$ cat src/rtl/maxpool2d_stream.sv
// Streaming 2x2 / stride-2 max-pool over raster-ordered multi-channel pixels.
// A half-width line buffer keeps the horizontal pair maxima from each even
// row; the matching odd row closes the window and emits one pooled pixel.
//
// Handshake: in_valid marks a beat that is always consumed (no backpressure);
// out_valid is a one-cycle pulse with out_data/out_last valid in that cycle,
// and out_data keeps its last value while out_valid is low.
module maxpool2d_stream #(
  parameter int DATA_W   = 8,
  parameter int CHANNELS = 2,
  parameter int IMG_W    = 6,
  parameter int IMG_H    = 6,
  parameter int SIGNED   = 0
) (
  input  logic                         clk,
  input  logic                         reset,
  input  logic                         in_valid,
  input  logic [CHANNELS*DATA_W-1:0]   in_data,
  output logic                         out_valid,
  output logic [CHANNELS*DATA_W-1:0]   out_data,
  output logic                         out_last,
  output logic                         busy
);

  localparam int PW   = CHANNELS * DATA_W;
  localparam int CW   = (IMG_W > 1) ? $clog2(IMG_W) : 1;
  localparam int RW   = (IMG_H > 1) ? $clog2(IMG_H) : 1;
  localparam int LB_D = IMG_W / 2;
  localparam int LBW  = (LB_D > 1) ? $clog2(LB_D) : 1;

  localparam logic [CW-1:0] COL_LAST     = CW'(IMG_W - 1);
  localparam logic [RW-1:0] ROW_LAST     = RW'(IMG_H - 1);
  // Position of the last window-closing pixel (accounts for floor cropping).
  localparam logic [CW-1:0] COL_OUT_LAST = CW'((IMG_W / 2) * 2 - 1);
  localparam logic [RW-1:0] ROW_OUT_LAST = RW'((IMG_H / 2) * 2 - 1);
  localparam bit            ODD_H        = (IMG_H % 2) == 1;

  logic [CW-1:0]  col;
  logic [RW-1:0]  row;
  logic [PW-1:0]  hold;
  logic [PW-1:0]  line_buf [LB_D];
  logic [LBW-1:0] lb_idx;
  logic           col_odd;
  logic           row_odd;
  logic           row_cropped;
  logic [PW-1:0]  pair_max;
  logic [PW-1:0]  win_max;

  assign lb_idx      = LBW'(col >> 1);
  assign col_odd     = col[0];
  assign row_odd     = row[0];
  // Trailing row of an odd-height image belongs to no window.
  assign row_cropped = ODD_H && (row == ROW_LAST);
  assign busy        = (col != '0) || (row != '0);

  // Per-channel maximum under the configured signedness.
  function automatic logic [DATA_W-1:0] ch_max(input logic [DATA_W-1:0] a,
                                               input logic [DATA_W-1:0] b);
    logic a_wins;
    if (SIGNED != 0) a_wins = $signed(a) > $signed(b);
    else             a_wins = a > b;
    return a_wins ? a : b;
  endfunction

  // Horizontal pair max and full 2x2 window max, channel by channel.
  always_comb begin
    pair_max = '0;
    win_max  = '0;
    for (int k = 0; k < CHANNELS; k++) begin
      pair_max[k*DATA_W +: DATA_W] = ch_max(hold[k*DATA_W +: DATA_W],
                                            in_data[k*DATA_W +: DATA_W]);
      win_max[k*DATA_W +: DATA_W]  = ch_max(line_buf[lb_idx][k*DATA_W +: DATA_W],
                                            pair_max[k*DATA_W +: DATA_W]);
    end
  end

  // Frame position, horizontal hold register and registered output.
  always_ff @(posedge clk) begin
    if (reset) begin
      col       <= '0;
      row       <= '0;
      hold      <= '0;
      out_valid <= 1'b0;
      out_last  <= 1'b0;
      out_data  <= '0;
    end else begin
      out_valid <= 1'b0;
      out_last  <= 1'b0;
      if (in_valid) begin
        if (!col_odd) hold <= in_data;
        if (col_odd && row_odd) begin
          out_valid <= 1'b1;
          out_data  <= win_max;
          out_last  <= (row == ROW_OUT_LAST) && (col == COL_OUT_LAST);
        end
        if (col == COL_LAST) begin
          col <= '0;
          row <= (row == ROW_LAST) ? '0 : row + 1'b1;
        end else begin
          col <= col + 1'b1;
        end
      end
    end
  end

  // Line buffer: pair maxima of even rows, consumed on the following odd row.
  always_ff @(posedge clk) begin
    if (!reset && in_valid && col_odd && !row_odd && !row_cropped)
      line_buf[lb_idx] <= pair_max;
  end

endmodule

$ cat config.mk
export PLATFORM = sky130hd
export DESIGN_NAME = maxpool2d_stream
export DESIGN_NICKNAME = d
export VERILOG_FILES = /design/src/rtl/maxpool2d_stream.sv
export SDC_FILE = /design/constraint.sdc
export NUM_CORES = 1
export LEC_CHECK = 0
export ABC_AREA = 1
export BUFFER_PORTS_ARGS = -buffer_cell sky130_fd_sc_hd__buf_2
export CAP_MARGIN = 20
export CORE_MARGIN = 2
export CORE_UTILIZATION = 56
export CTS_BUF_LIST = sky130_fd_sc_hd__clkbuf_4 sky130_fd_sc_hd__clkbuf_8 sky130_fd_sc_hd__clkbuf_16
export DETAILED_ROUTE_END_ITERATION = 6
export MAX_ROUTING_LAYER = met4
export PLACE_DENSITY = 0.82
export SLEW_MARGIN = 20
export SYNTH_ARGS = -nofsm -noshare
export SYNTH_HDL_FRONTEND = slang
export SYNTH_SLANG_ARGS = --single-unit
export TNS_END_PERCENT = 30
$ cat constraint.sdc
create_clock -name clk -period 2.8 [get_ports clk]
set_input_delay 0 -clock clk [delete_from_list [all_inputs] [get_ports clk]]
set_output_delay 0 -clock clk [all_outputs]
set_load 0.05 [all_outputs]
After elaboration in Yosys (flattened, before gate mapping)
Memory sizes are Yosys's and may differ from the RTL's. A register that Yosys moved wholly into a read port is not among the register bits.
Index checks and enable logic that the tools add are counted.
{"block": "op_classes", "n_addsub": 2, "magnitude_cmp": 4, "n_eq_ne": 2, "muxes": 11, "bitwise_logic": 3, "n_reduce_logical": 15}
{"op": "8-bit greater-than comparator", "count": 4}
{"op": "8-bit 2-to-1 mux", "count": 4}
{"op": "3-bit by 1-bit adder with 3-bit output (second input constant)", "count": 2}
{"op": "3-bit == test (second input constant)", "count": 2}
{"op": "3-bit 2-to-1 mux", "count": 2}
{"op": "2-bit AND reduction", "count": 3}
{"op": "3-bit nonzero test", "count": 2}
{"op": "1-bit logical AND", "count": 5}
{"op": "2-bit 2-to-1 mux", "count": 2}
{"op": "1-bit 2-to-1 mux", "count": 3}
{"op": "1-bit NOT", "count": 3}
{"op": "3-bit OR reduction", "count": 1}
{"op": "1-bit zero test", "count": 2}
{"op": "2-bit OR reduction", "count": 1}
{"op": "1-bit logical OR", "count": 1}
{"block": "word_totals", "reg_bits": 40, "ramBits": 48, "output_inout_bits": 19, "elab_cells": 44, "n_memories": 1}
{"memory": "line_buf", "words": 3, "word_bits": 16, "read_ports": 1, "rd_ports_with_merged_regs": 1, "wr": 1, "line": "41", "rtl": "logic [PW-1:0] line_buf [LB_D];"}

Depth between registers and ports, before layout
Gate-level depths: netlist of the first run.
{"block": "depth", "ltp_word": 6, "mapped_depth": 25, "ltp_nobuf": 25}

Worst setup path before layout of the first run
Ideal clock, no wire load.
{"block": "synth_path", "kind": "flip-flop to flip-flop", "from": "reg hold[7]", "to": "reg out_data[4]", "setup_ps": 117, "arrival_time_ps": 2356, "required_ps": 2683, "slack_ps": 327, "path_stages_with_launch": 17, "path_buffers": 0, "path_cell_list": "dfxtp_1 -> ha_1 -> nand2_1 -> nor2_4 -> nand4_4 -> nand2_8 -> nand2_2 -> nand2_1 -> inv_1 -> ha_1 -> nand2_1 -> nor2_1 -> nand4_2 -> nand2_2 -> nand3_1 -> nand2_1 -> a21oi_2"}
{"block": "synth_via", "elab_chain_cells": 4}
{"element": "start, declared", "line": "40", "rtl": "logic [PW-1:0] hold;"}
{"element": "start signal, assigned", "line": "90", "rtl": "if (!col_odd) hold <= in_data;"}
{"element": "8-bit greater-than comparator", "line": "61", "rtl": "else a_wins = a > b;"}
{"element": "8-bit 2-to-1 mux (*)", "line": "62", "rtl": "return a_wins ? a : b;"}
{"element": "via pair_max[7]", "line": "46", "rtl": "logic [PW-1:0] pair_max;"}
{"element": "8-bit greater-than comparator (*)", "line": "61"}
{"element": "8-bit 2-to-1 mux (*)", "line": "62"}
{"element": "end signal, assigned", "line": "93", "rtl": "out_data <= win_max;"}
{"element": "end, declared", "line": "20", "rtl": "output logic [CHANNELS*DATA_W-1:0] out_data,"}
Mark *: on every way through the listed nets, which the timed path passes. The rest lies on a longest branch.
A chain may end at the register's enable or synchronous reset.

Worst setup path in the final report of the first run
{"block": "layout_path", "from": "in in_data[15]", "to": "reg out_data[11]"}
{"block": "layout_via", "elab_chain_cells": 4}
{"element": "start, declared", "line": "18", "rtl": "input logic [CHANNELS*DATA_W-1:0] in_data,"}
{"element": "8-bit greater-than comparator", "line": "61"}
{"element": "8-bit 2-to-1 mux", "line": "62"}
{"element": "via pair_max[10]", "line": "46"}
{"element": "8-bit greater-than comparator", "line": "61"}
{"element": "8-bit 2-to-1 mux", "line": "62"}
The timed path passes the listed nets, and every way through them passes these cells.

==> out/results.tsv, run 1 <==
stage	metric	value	unit
outcome	status	finished, final reports clean	
finish	most common library cell in the layout ignoring fill and taps	nand2_1	
critical_path	Crit. Startpoint	in_data[15]	
critical_path	crit-path max FO	8	
timing	max-slew violation count	0	
power_and_ir_drop	Switching Share	30.5	%
finish	nets	710	
global_routing	largest net degree at the start of global routing	33	
critical_path	Req. time, crit path	3.03	ns
timing	Final min period	2.80	ns
finish	Fillers	552	
critical_path	r2r setup slk	0.01	ns
logic_synthesis	syn_area_per_cell	8.45	um2
timing	Fin Hold WS	0.130	ns
global_routing	initial antenna violation count	0	
logic_synthesis	area share of and/or/nand/nor cells after synthesis	25.0	%
timing	min setup slack post-route	0.000934	ns
placed_design	IO buf count	37	
finish	Post-Route Utilization	72.0	%
critical_path	Worst R2R Path Depth	20	
floorplanning	die height	98.0	um
timing	Setup Viol. Count Final	0	
global_routing	grt met1 use	30.4	%
power_and_ir_drop	Sequential Power Share	45.6	%
floorplanning	row cnt	34	
global_routing	met2 Use GR	38.4	%
timing	Final Hold Fails	0	
detailed_routing	Via-to-Cell Ratio	5.66	
critical_path	r2r endpoint	out_data[11]	
global_routing	remaining global-route overflow	0	
logic_synthesis	register bit total from synthesis	90	
power_and_ir_drop	switching pwr	0.984	mW
logic_synthesis	Cell Area, Synth	4940	um2
global_routing	GR peak layer	met2	
logic_synthesis	mux cell area share after synthesis	0	%
logic_synthesis	dominant cells by area after synthesis	edfxtp_1 (29%), dfxtp_1 (17%), nand2_1 (12%)	
logic_synthesis	Synth Area in Compound Gates	10.7	%
detailed_routing	detailed-route DRC error count	0	
detailed_routing	via count	4369	
logic_synthesis	Syn Nets	636	
placed_design	gp weighted congestion	0.903	
power_and_ir_drop	Clk pwr share	28.7	%
critical_path	CP Launch Type	input pin	
placed_design	Placed Area	5210	um2
logic_synthesis	Post-Synth XOR/XNOR Area	0	%
placed_design	HPWL Detailed	7500	um
clocking	H-tree depth	3	
logic_synthesis	Syn. warnings	0	
finish	layout cells sized above 1	31.3	%
clocking	CTS tree	done	
logic_synthesis	cells after synthesis	585	
floorplanning	Initial Utilization	57.3	%
timing	final period utilization	100	%
power_and_ir_drop	pwr dens	518	nW/um2
timing	setup TNS	0	ns
timing	Max-Slew Margin vs Limit	40.7	%
detailed_routing	initial drt markers	363	
clocking	clock slew at reported path FFs	0.09	ns
placed_design	Setup WS pre-CTS	-0.0822	ns
critical_path	CP endpoint kind	register	
timing	worst-margin pin slew	0.886	ns
timing	Setup Skew	0.00872	ns
logic_synthesis	dominant cell type by area after synthesis	edfxtp_1	
detailed_routing	router iterations before antenna repair	5	
clocking	CTS Sinks	90	
clocking	CTS root buf	clkbuf_8	
detailed_routing	final WL	13200	um
finish	Antenna Cells	0	
timing	Fmax	357	MHz
logic_synthesis	largest family of logic cells by synthesized area	simple AND/OR/NAND/NOR gates	
logic_synthesis	synth unique cells	33	
run	max-cap violation count	0	
floorplanning	Ports	38	
power_and_ir_drop	Cell Int Power	2.24	mW
finish	multi-input logic area	2700	um2
clocking	TritonCTS Buffers	9	
power_and_ir_drop	Gate power share	25.7	%
floorplanning	Placeable Area	8640	um2
detailed_routing	Antenna Nets Post-Route	0	
detailed_routing	DR WL/cell	17.1	um
power_and_ir_drop	Lkg Pwr	2.87	nW
clocking	Longest Clk Path Bufs	2	
critical_path	CP Capture Point	out_data[11]	
global_routing	global-route wire length before repair	17600	um
finish	storage element area	2290	um2
logic_synthesis	sequential fraction of the synthesis area	46.2	%
global_routing	GRT Total Usage	23.6	%
global_routing	M3 GR Usage	2.72	%
global_routing	vias in the first global route	3830	
worst_hold_path	worst min path class	in2reg	
floorplanning	die area	9600	um2
logic_synthesis	post-synthesis adder-cell area fraction	8.10	%
floorplanning	Die W	98.0	um
logic_synthesis	Yosys top cell area share	29.1	%
power_and_ir_drop	worst ir drop on vdd	0.347	mV
finish	commonest non-fill, non-tap cells in the layout	nand2_1 (130), inv_1 (88), edfxtp_1 (48)	
finish	final instance area	6220	um2
critical_path	crit path DAT	3.03	ns
critical_path	worst r2r src	hold[12]	
finish	Layout Area Growth over Synthesis	25.8	%
critical_path	Setup Crit Path Kind	in2reg	
clocking	Clock Latency Late Sink	0.37	ns
-- cells in the mapped netlist, drive strengths merged --
| master | count |
|---|---|
| o21a | 16 |
| nor3 | 3 |
| edfxtp | 48 |
| clkbuf | 3 |
| nand2 | 184 |
| a211oi | 1 |
| buf | 11 |
| ha | 32 |
| nand4 | 5 |
| a21oi | 46 |
| inv | 100 |
| or2 | 1 |
| nand3 | 52 |
| o21ai | 21 |
| dfxtp | 42 |
| nor2 | 18 |
| a21o | 2 |
-- critical path, stage by stage --
cell           delay, ns
dlygate4sd3_1       0.53
buf_2               0.15
inv_1               0.13
ha_4                0.23
nand2_2             0.11
nor2_1              0.08
nor2_4              0.16
nand2_4             0.11
nand2_8             0.13
nand2_1             0.10
nand2_2             0.11
inv_1               0.05
ha_1                0.27
nand2_1             0.06
inv_2               0.08
nand2_1             0.08
nand2_1             0.07
nand2_2             0.07
nand2_2             0.11
nand3_1             0.13
nand2_1             0.09
inv_1               0.04
nand2_1             0.08
a21oi_2             0.05
-- per-layer routing --
| layer | wire (um) | vias up | share of wire [%] |
|---|---|---|---|
| met5 | 0 | - | 0 |
| met1 | 5390 | 2090 | 41 |
| met4 | 428 | 0 | 3.2 |
| li1 | - | 2052 | - |
| met2 | 6670 | 181 | 50 |
| met3 | 730 | 46 | 5.5 |
-- through the flow --
stage / total power, mW / std cells
after floorplan: 1.90 / 585
final: 3.22 / 772
after global routing: 3.33 / 772
after CTS: 2.96 / 757
after global placement: 2.00 / 723
after detailed placement: 2.02 / 723
-- worst min-delay path by stage --
stage	depth (start not counted)	from	end
final	2	reset	out_valid
after global routing	2	reset	out_data[4]
after CTS	2	reset	out_data[14]
after detailed placement	3	in_data[13]	hold[13]
after global placement	3	in_valid	col[0]
after floorplan	2	in_valid	col[0]
-- power by group through the flow --
stage | clock network (mW) | registers, mW | logic (mW)
after floorplan | 0 | 1.48 | 0.416
after global placement | 0 | 1.49 | 0.510
after detailed placement | 0 | 1.49 | 0.536
after CTS | 0.926 | 1.46 | 0.578
after global routing | 0.968 | 1.47 | 0.896
final | 0.924 | 1.47 | 0.829
-- logic make-up after synthesis --
group / Yosys count
and+or+nand+nor: 263
buffers and inverters: 114
DFF: 90
AOI/OAI and AO/OA: 86
adders and majority gates: 32
-- final cells by class --
class | instances | share of cell area [%]
Clock buffer | 14 | 2.70
Clock inverter | 2 | 0.603
Inverter | 100 | 6.20
Multi-Input combinational cell | 387 | 43.4
Sequential cell | 90 | 36.8
Tap cell | 108 | 2.17
Timing Repair Buffer | 71 | 8.23
-- sequential cells by signal, summed over array words and instances, names as in the netlist, named ones only --
name       cells
out_last       1
col            3
row            3
out_data      16
hold          16
out_valid      1
line_buf      48
-- repair_timing --
| item | in CTS | in global routing |
|---|---|---|
| buffers inserted | 1 | 10 |
| cloned | 0 | 6 |
| endpoints found under the hold margin | 17 | 0 |
| pin swaps | 2 | 29 |
| resized for setup | 10 | 90 |
| setup endpoints to repair | 16 | 16 |
| hold buffers | 17 | 0 |
No activity file was read; power rests on OpenSTA's default activity.
==> inputs of run 2 (changes only) <==
- CORE_UTILIZATION: 56 -> 52
- CTS_BUF_LIST: sky130_fd_sc_hd__clkbuf_4 sky130_fd_sc_hd__clkbuf_8 sky130_fd_sc_hd__clkbuf_16 -> unset
- PLACE_DENSITY: 0.82 -> 0.78
==> out/results.tsv, run 2 (same netlist as run 1, synthesis figures left out) <==
stage	metric	value	unit
critical_path	CP max stage cell	dlygate4sd3_1	
critical_path	Worst R2R Path Depth	19	
global_routing	global-route wire length before repair	18100	um
detailed_routing	DR WL/cell	16.5	um
global_routing	GR peak layer	met2	
finish	Fillers	619	
clocking	CTS tree	done	
detailed_routing	initial drt markers	474	
timing	worst-margin pin slew	0.625	ns
critical_path	CP max stage delay	0.53	ns
placed_design	IO buf count	37	
timing	RSZ-0062 raised after global routing	yes	
critical_path	CP Launch Type	input pin	
floorplanning	Placeable Area	9240	um2
timing	Fmax	344	MHz
power_and_ir_drop	worst ir drop on vdd	0.338	mV
floorplanning	die area	10300	um2
critical_path	Crit path top cell by count	nand2_1	
placed_design	HPWL Detailed	7450	um
detailed_routing	via count	4505	
finish	Antenna Cells	0	
global_routing	GRT Total Usage	23.1	%
clocking	Longest Clk Path Bufs	2	
finish	Layout Area Growth over Synthesis	30.4	%
timing	Fin Hold WS	0.0193	ns
power_and_ir_drop	Lkg Pwr	3.00	nW
finish	nets	729	
timing	min setup slack post-route	-0.103	ns
detailed_routing	final WL	13400	um
detailed_routing	router iterations before antenna repair	5	
critical_path	crit path cell chain	dlygate4sd3_1 > buf_2 > inv_1 > ha_4 > nand2_1 > nor2_4 > nand4_4 > buf_6 > nand3_1 > nand2_2 > inv_1 > ha_4 > nand2_1 > inv_2 > nand2_1 > nand2_2 > nand2_4 > nand2_8 > nand2_8 > nand3_1 > nand2_1 > a21oi_2	
critical_path	Setup Crit Path Kind	in2reg	
power_and_ir_drop	Total Power	3.50	mW
critical_path	crit-path max FO	8	
timing	max-slew violation count	0	
critical_path	critical path depth	22	
floorplanning	Die W	102	um
outcome	status	finished with violations	
floorplanning	die height	102	um
floorplanning	Initial Utilization	53.5	%
timing	Setup Skew	0.0119	ns
global_routing	grt met1 use	29.4	%
clocking	CTS Sinks	90	
clocking	H-tree depth	3	
critical_path	Top delay family on crit path	simple AND/OR/NAND/NOR gates	
critical_path	WP buf/inv	6	
finish	commonest non-fill, non-tap cells in the layout	nand2_1 (123), inv_1 (85), nand2_2 (49)	
timing	Max-Slew Margin vs Limit	58.3	%
detailed_routing	Via-to-Cell Ratio	5.55	
finish	max FFs per register	48	
finish	most flop-heavy register	line_buf	
clocking	CTS root buf	clkbuf_8	
finish	largest registers	line_buf (48), hold (16), out_data (16)	
outcome	failing checks	setup timing	
finish	layout cells sized above 1	34.8	%
detailed_routing	Antenna Nets Post-Route	0	
global_routing	initial antenna violation count	0	
timing	final period utilization	104	%
finish	most common library cell in the layout ignoring fill and taps	nand2_1	
global_routing	M3 GR Usage	3.31	%
clocking	TritonCTS Buffers	9	
placed_design	gp weighted congestion	0.862	
floorplanning	Ports	38	
critical_path	CP endpoint kind	register	
detailed_routing	detailed-route DRC error count	0	
run	max-cap violation count	0	
clocking	Clock Latency Late Sink	0.38	ns
critical_path	Req. time, crit path	3.04	ns
floorplanning	row cnt	35	
global_routing	vias in the first global route	4030	
timing	Final Hold Fails	0	
global_routing	remaining global-route overflow	0	
clocking	clock slew at reported path FFs	0.09	ns
critical_path	crit path DAT	3.14	ns
global_routing	met2 Use GR	36.7	%
worst_hold_path	Hold Crit Depth	3	
worst_hold_path	worst min path class	in2reg	
power_and_ir_drop	pwr dens	543	nW/um2
timing	Final min period	2.90	ns
global_routing	largest net degree at the start of global routing	33	
timing	Setup Viol. Count Final	14	
==> run 2: timing repair <==
| action | CTS | global route |
|---|---|---|
| hold endpoints to repair | 17 | 0 |
| gates resized for setup | 10 | 106 |
| endpoints found under the setup margin | 8 | 16 |
| hold buffers | 17 | 0 |
| cloned | 0 | 6 |
| setup buffers | 0 | 18 |
| pin swaps | 3 | 44 |
==> run 2: area by class of cell <==
class	count	area, um2	area share, %
multi-input cells	387	2710	42.0
repair buffers	90	647	10.0
clock buffers	10	128	1.98
inverters	100	385	5.98
well taps	129	161	2.50
clock inverters	6	129	2.00
flip-flops and latches	90	2290	35.5
==> run 2: per-layer routing <==
layer  up-vias  part of all wire, %
met5         -                    0
met4         0                  3.8
met3        63                  6.5
met2       229                   49
met1      2128                   40
li1       2085                    -
==> run 2: stage by stage <==
step / setup WS, ns / utilization (%) / cells / area (um2) / TNS, ns
3_5_place_dp: -0.109 / 57.6 / 756 / 5320 / -0.611
6_report: -0.103 / 69.8 / 812 / 6450 / -0.683
5_1_grt: -0.175 / 69.8 / 812 / 6450 / -2.33
2_1_floorplan: 0.327 / - / 585 / 4940 / 0
4_1_cts: 0.0118 / 62.7 / 789 / 5790 / 0
3_3_place_gp: 0.00326 / 57.6 / 756 / 5320 / 0
==> run 2: worst reg2reg max path, delay by kind of cell, from the launching register on <==
kind,cells,cell delay [ns]
AO/OA/AOI/OAI,1,0.05
flip-flops,1,0.36
adder cells (fa/ha/maj),2,0.50
AND/OR/NAND/NOR,13,1.47
buffers and inverters,3,0.35
==> run 2: power breakdown <==
part           total [mW]  internal [mW]  switching, mW  leakage, nW
Clock                1.16          0.679          0.480        0.128
Sequential           1.46           1.44         0.0240        0.779
Combinational       0.884          0.353          0.531         2.09
Total                3.50           2.47           1.04         3.00
==> run 2: path summary, 6_finish.rpt <==
path,end,slack (ns),startpoint
worst max-delay path,out_data[15],-0.10,in_data[13]
worst min register to register,out_data[5],0.47,out_data[5]
worst max register to register,out_data[15],-0.05,hold[13]
worst min-delay path,line_buf[1][7],0.02,in_data[7]
==> inputs of run 3 (changes only) <==
- MAX_ROUTING_LAYER: met4 -> unset
==> out/results.tsv, run 3 (same netlist as run 1, synthesis figures left out) <==
stage	metric	value	unit
global_routing	initial antenna violation count	0	
placed_design	Placed Area	5320	um2
finish	most flop-heavy register	line_buf	
critical_path	Top delay family on crit path	simple AND/OR/NAND/NOR gates	
floorplanning	row cnt	35	
finish	Antenna Cells	0	
detailed_routing	DR WL/cell	16.5	um
timing	Final min period	2.86	ns
critical_path	r2r endpoint	out_data[6]	
power_and_ir_drop	pwr dens	543	nW/um2
global_routing	GRT Total Usage	22.4	%
finish	nets	729	
outcome	status	finished with violations	
timing	Fmax	349	MHz
detailed_routing	detailed-route DRC error count	0	
timing	Setup Viol. Count Final	14	
critical_path	CP max stage delay	0.53	ns
outcome	failing checks	setup timing	
power_and_ir_drop	worst ir drop on vdd	0.338	mV
timing	Max-Slew Margin vs Limit	59.7	%
clocking	clock slew at reported path FFs	0.09	ns
finish	commonest non-fill, non-tap cells in the layout	nand2_1 (123), inv_1 (85), nand2_2 (49)	
critical_path	Crit. Startpoint	in_data[13]	
critical_path	crit-path max FO	8	
finish	final instance area	6450	um2
finish	Layout Area Growth over Synthesis	30.4	%
power_and_ir_drop	Lkg Pwr	3.00	nW
worst_hold_path	worst min path class	in2reg	
critical_path	crit path cell chain	dlygate4sd3_1 > buf_2 > inv_1 > ha_4 > nand2_1 > nor2_4 > nand4_4 > buf_6 > nand3_1 > nand2_2 > inv_1 > ha_4 > nand2_1 > inv_2 > nand2_1 > nand2_2 > nand2_4 > nand2_8 > nand2_8 > nand3_1 > nand2_1 > a21oi_2	
critical_path	critical path depth	22	
global_routing	vias in the first global route	4027	
timing	Setup Skew	0.0117	ns
critical_path	r2r setup slk	-0.03	ns
critical_path	Setup Crit Path Kind	in2reg	
clocking	CTS Sinks	90	
timing	max-slew violation count	0	
finish	largest registers	line_buf (48), hold (16), out_data (16)	
finish	layout cells sized above 1	34.8	%
critical_path	Crit path top cell by count	nand2_1	
detailed_routing	via count	4518	
finish	most common library cell in the layout ignoring fill and taps	nand2_1	
detailed_routing	initial drt markers	470	
critical_path	CP Launch Type	input pin	
timing	Final Hold Fails	0	
clocking	CTS tree	done	
global_routing	remaining global-route overflow	0	
detailed_routing	Antenna Nets Post-Route	0	
placed_design	gp weighted congestion	0.848	
floorplanning	Placeable Area	9240	um2
critical_path	Req. time, crit path	3.04	ns
floorplanning	die height	102	um
critical_path	WP buf/inv	6	
timing	worst-margin pin slew	0.605	ns
critical_path	CP Capture Point	out_data[15]	
detailed_routing	final WL	13400	um
floorplanning	die area	10300	um2
global_routing	largest net degree at the start of global routing	33	
worst_hold_path	Hold Crit Depth	3	
floorplanning	Ports	38	
clocking	CTS root buf	clkbuf_8	
critical_path	Worst R2R Path Depth	17	
placed_design	HPWL Detailed	7450	um
clocking	H-tree depth	3	
critical_path	crit path DAT	3.11	ns
floorplanning	Initial Utilization	53.5	%
timing	final period utilization	102	%
clocking	TritonCTS Buffers	9	
finish	max FFs per register	48	
run	max-cap violation count	0	
placed_design	IO buf count	37	
critical_path	CP endpoint kind	register	
power_and_ir_drop	Total Power	3.50	mW
critical_path	worst r2r src	hold[7]	
detailed_routing	Via-to-Cell Ratio	5.56	
critical_path	CP max stage cell	dlygate4sd3_1	
global_routing	global-route wire length before repair	18200	um
clocking	Clock Latency Late Sink	0.38	ns
detailed_routing	router iterations before antenna repair	5	
clocking	Longest Clk Path Bufs	2	
timing	min setup slack post-route	-0.0641	ns
timing	RSZ-0062 raised after global routing	yes	
floorplanning	Die W	102	um
-- run 3: cell counts in the layout (fill, tap and decap cells not counted) --
No cell type changed its count.
-- run 3: what timing repair did --
item                       CTS  global route
hold buffers                17             0
cloned                       0             6
buffers inserted             0            18
setup endpoints to repair    8            16
hold endpoints to repair    17             0
pin swaps                    3            44
resized for setup           10           106
-- run 3: area by class of cell --
type | instances | area [um2]
repair buffers | 90 | 647
fillers | 619 | 2790
clock buffers | 10 | 128
flip-flops and latches | 90 | 2290
clock inverters | 6 | 129
well taps | 129 | 161
inverters | 100 | 385
multi-input cells | 387 | 2710
-- run 3: through the flow --
stage | setup TNS, ns | std cells | setup WS (ns) | utilization (%) | hold slack [ns]
3_3_place_gp | 0 | 756 | 0.00326 | 57.6 | 0.279
4_1_cts | 0 | 789 | 0.0118 | 62.7 | 0.0338
6_report | -0.403 | 812 | -0.0641 | 69.8 | 0.0177
2_1_floorplan | 0 | 585 | 0.327 | - | 0.148
3_5_place_dp | -0.611 | 756 | -0.109 | 57.6 | 0.283
5_1_grt | -2.38 | 812 | -0.183 | 69.8 | 0.0464
-- run 3: worst reg2reg max path, stage by stage (launching register included) --
cell,delay [ns]
dfxtp_1,0.32
ha_1,0.30
a21o_1,0.19
nor2_2,0.16
nand2_4,0.13
nand2_8,0.15
nand2_2,0.08
nand2_2,0.10
inv_1,0.05
ha_1,0.29
a21oi_1,0.18
o21a_1,0.25
nand2_2,0.12
nand3_1,0.08
nand2_1,0.07
inv_1,0.11
nand2_1,0.09
a21oi_2,0.11
-- run 3: worst min-delay path by stage --
stage	end	slack, ns	from
after floorplan	col[0]	0.15	in_valid
after global placement	hold[14]	0.28	in_data[14]
after detailed placement	col[0]	0.28	in_valid
after CTS	line_buf[0][7]	0.03	in_data[7]
after global routing	line_buf[2][7]	0.05	in_data[7]
final	line_buf[1][7]	0.02	in_data[7]
-- run 3: layer usage --
metal / up-vias / routed length [um] / global-route usage, %
met5: - / 0 / 0
met4: 0 / 527 / 9.88
met3: 58 / 809 / 3.52
met2: 208 / 6610 / 36.6
met1: 2162 / 5440 / 29.5
li1: 2090 / - / -
-- run 3: power breakdown --
group	total [mW]	switching [mW]	leakage, nW	internal (mW)
sequential	1.46	0.0239	0.779	1.44
combinational	0.883	0.530	2.09	0.352
clock	1.16	0.478	0.128	0.679
total	3.50	1.03	3.00	2.47
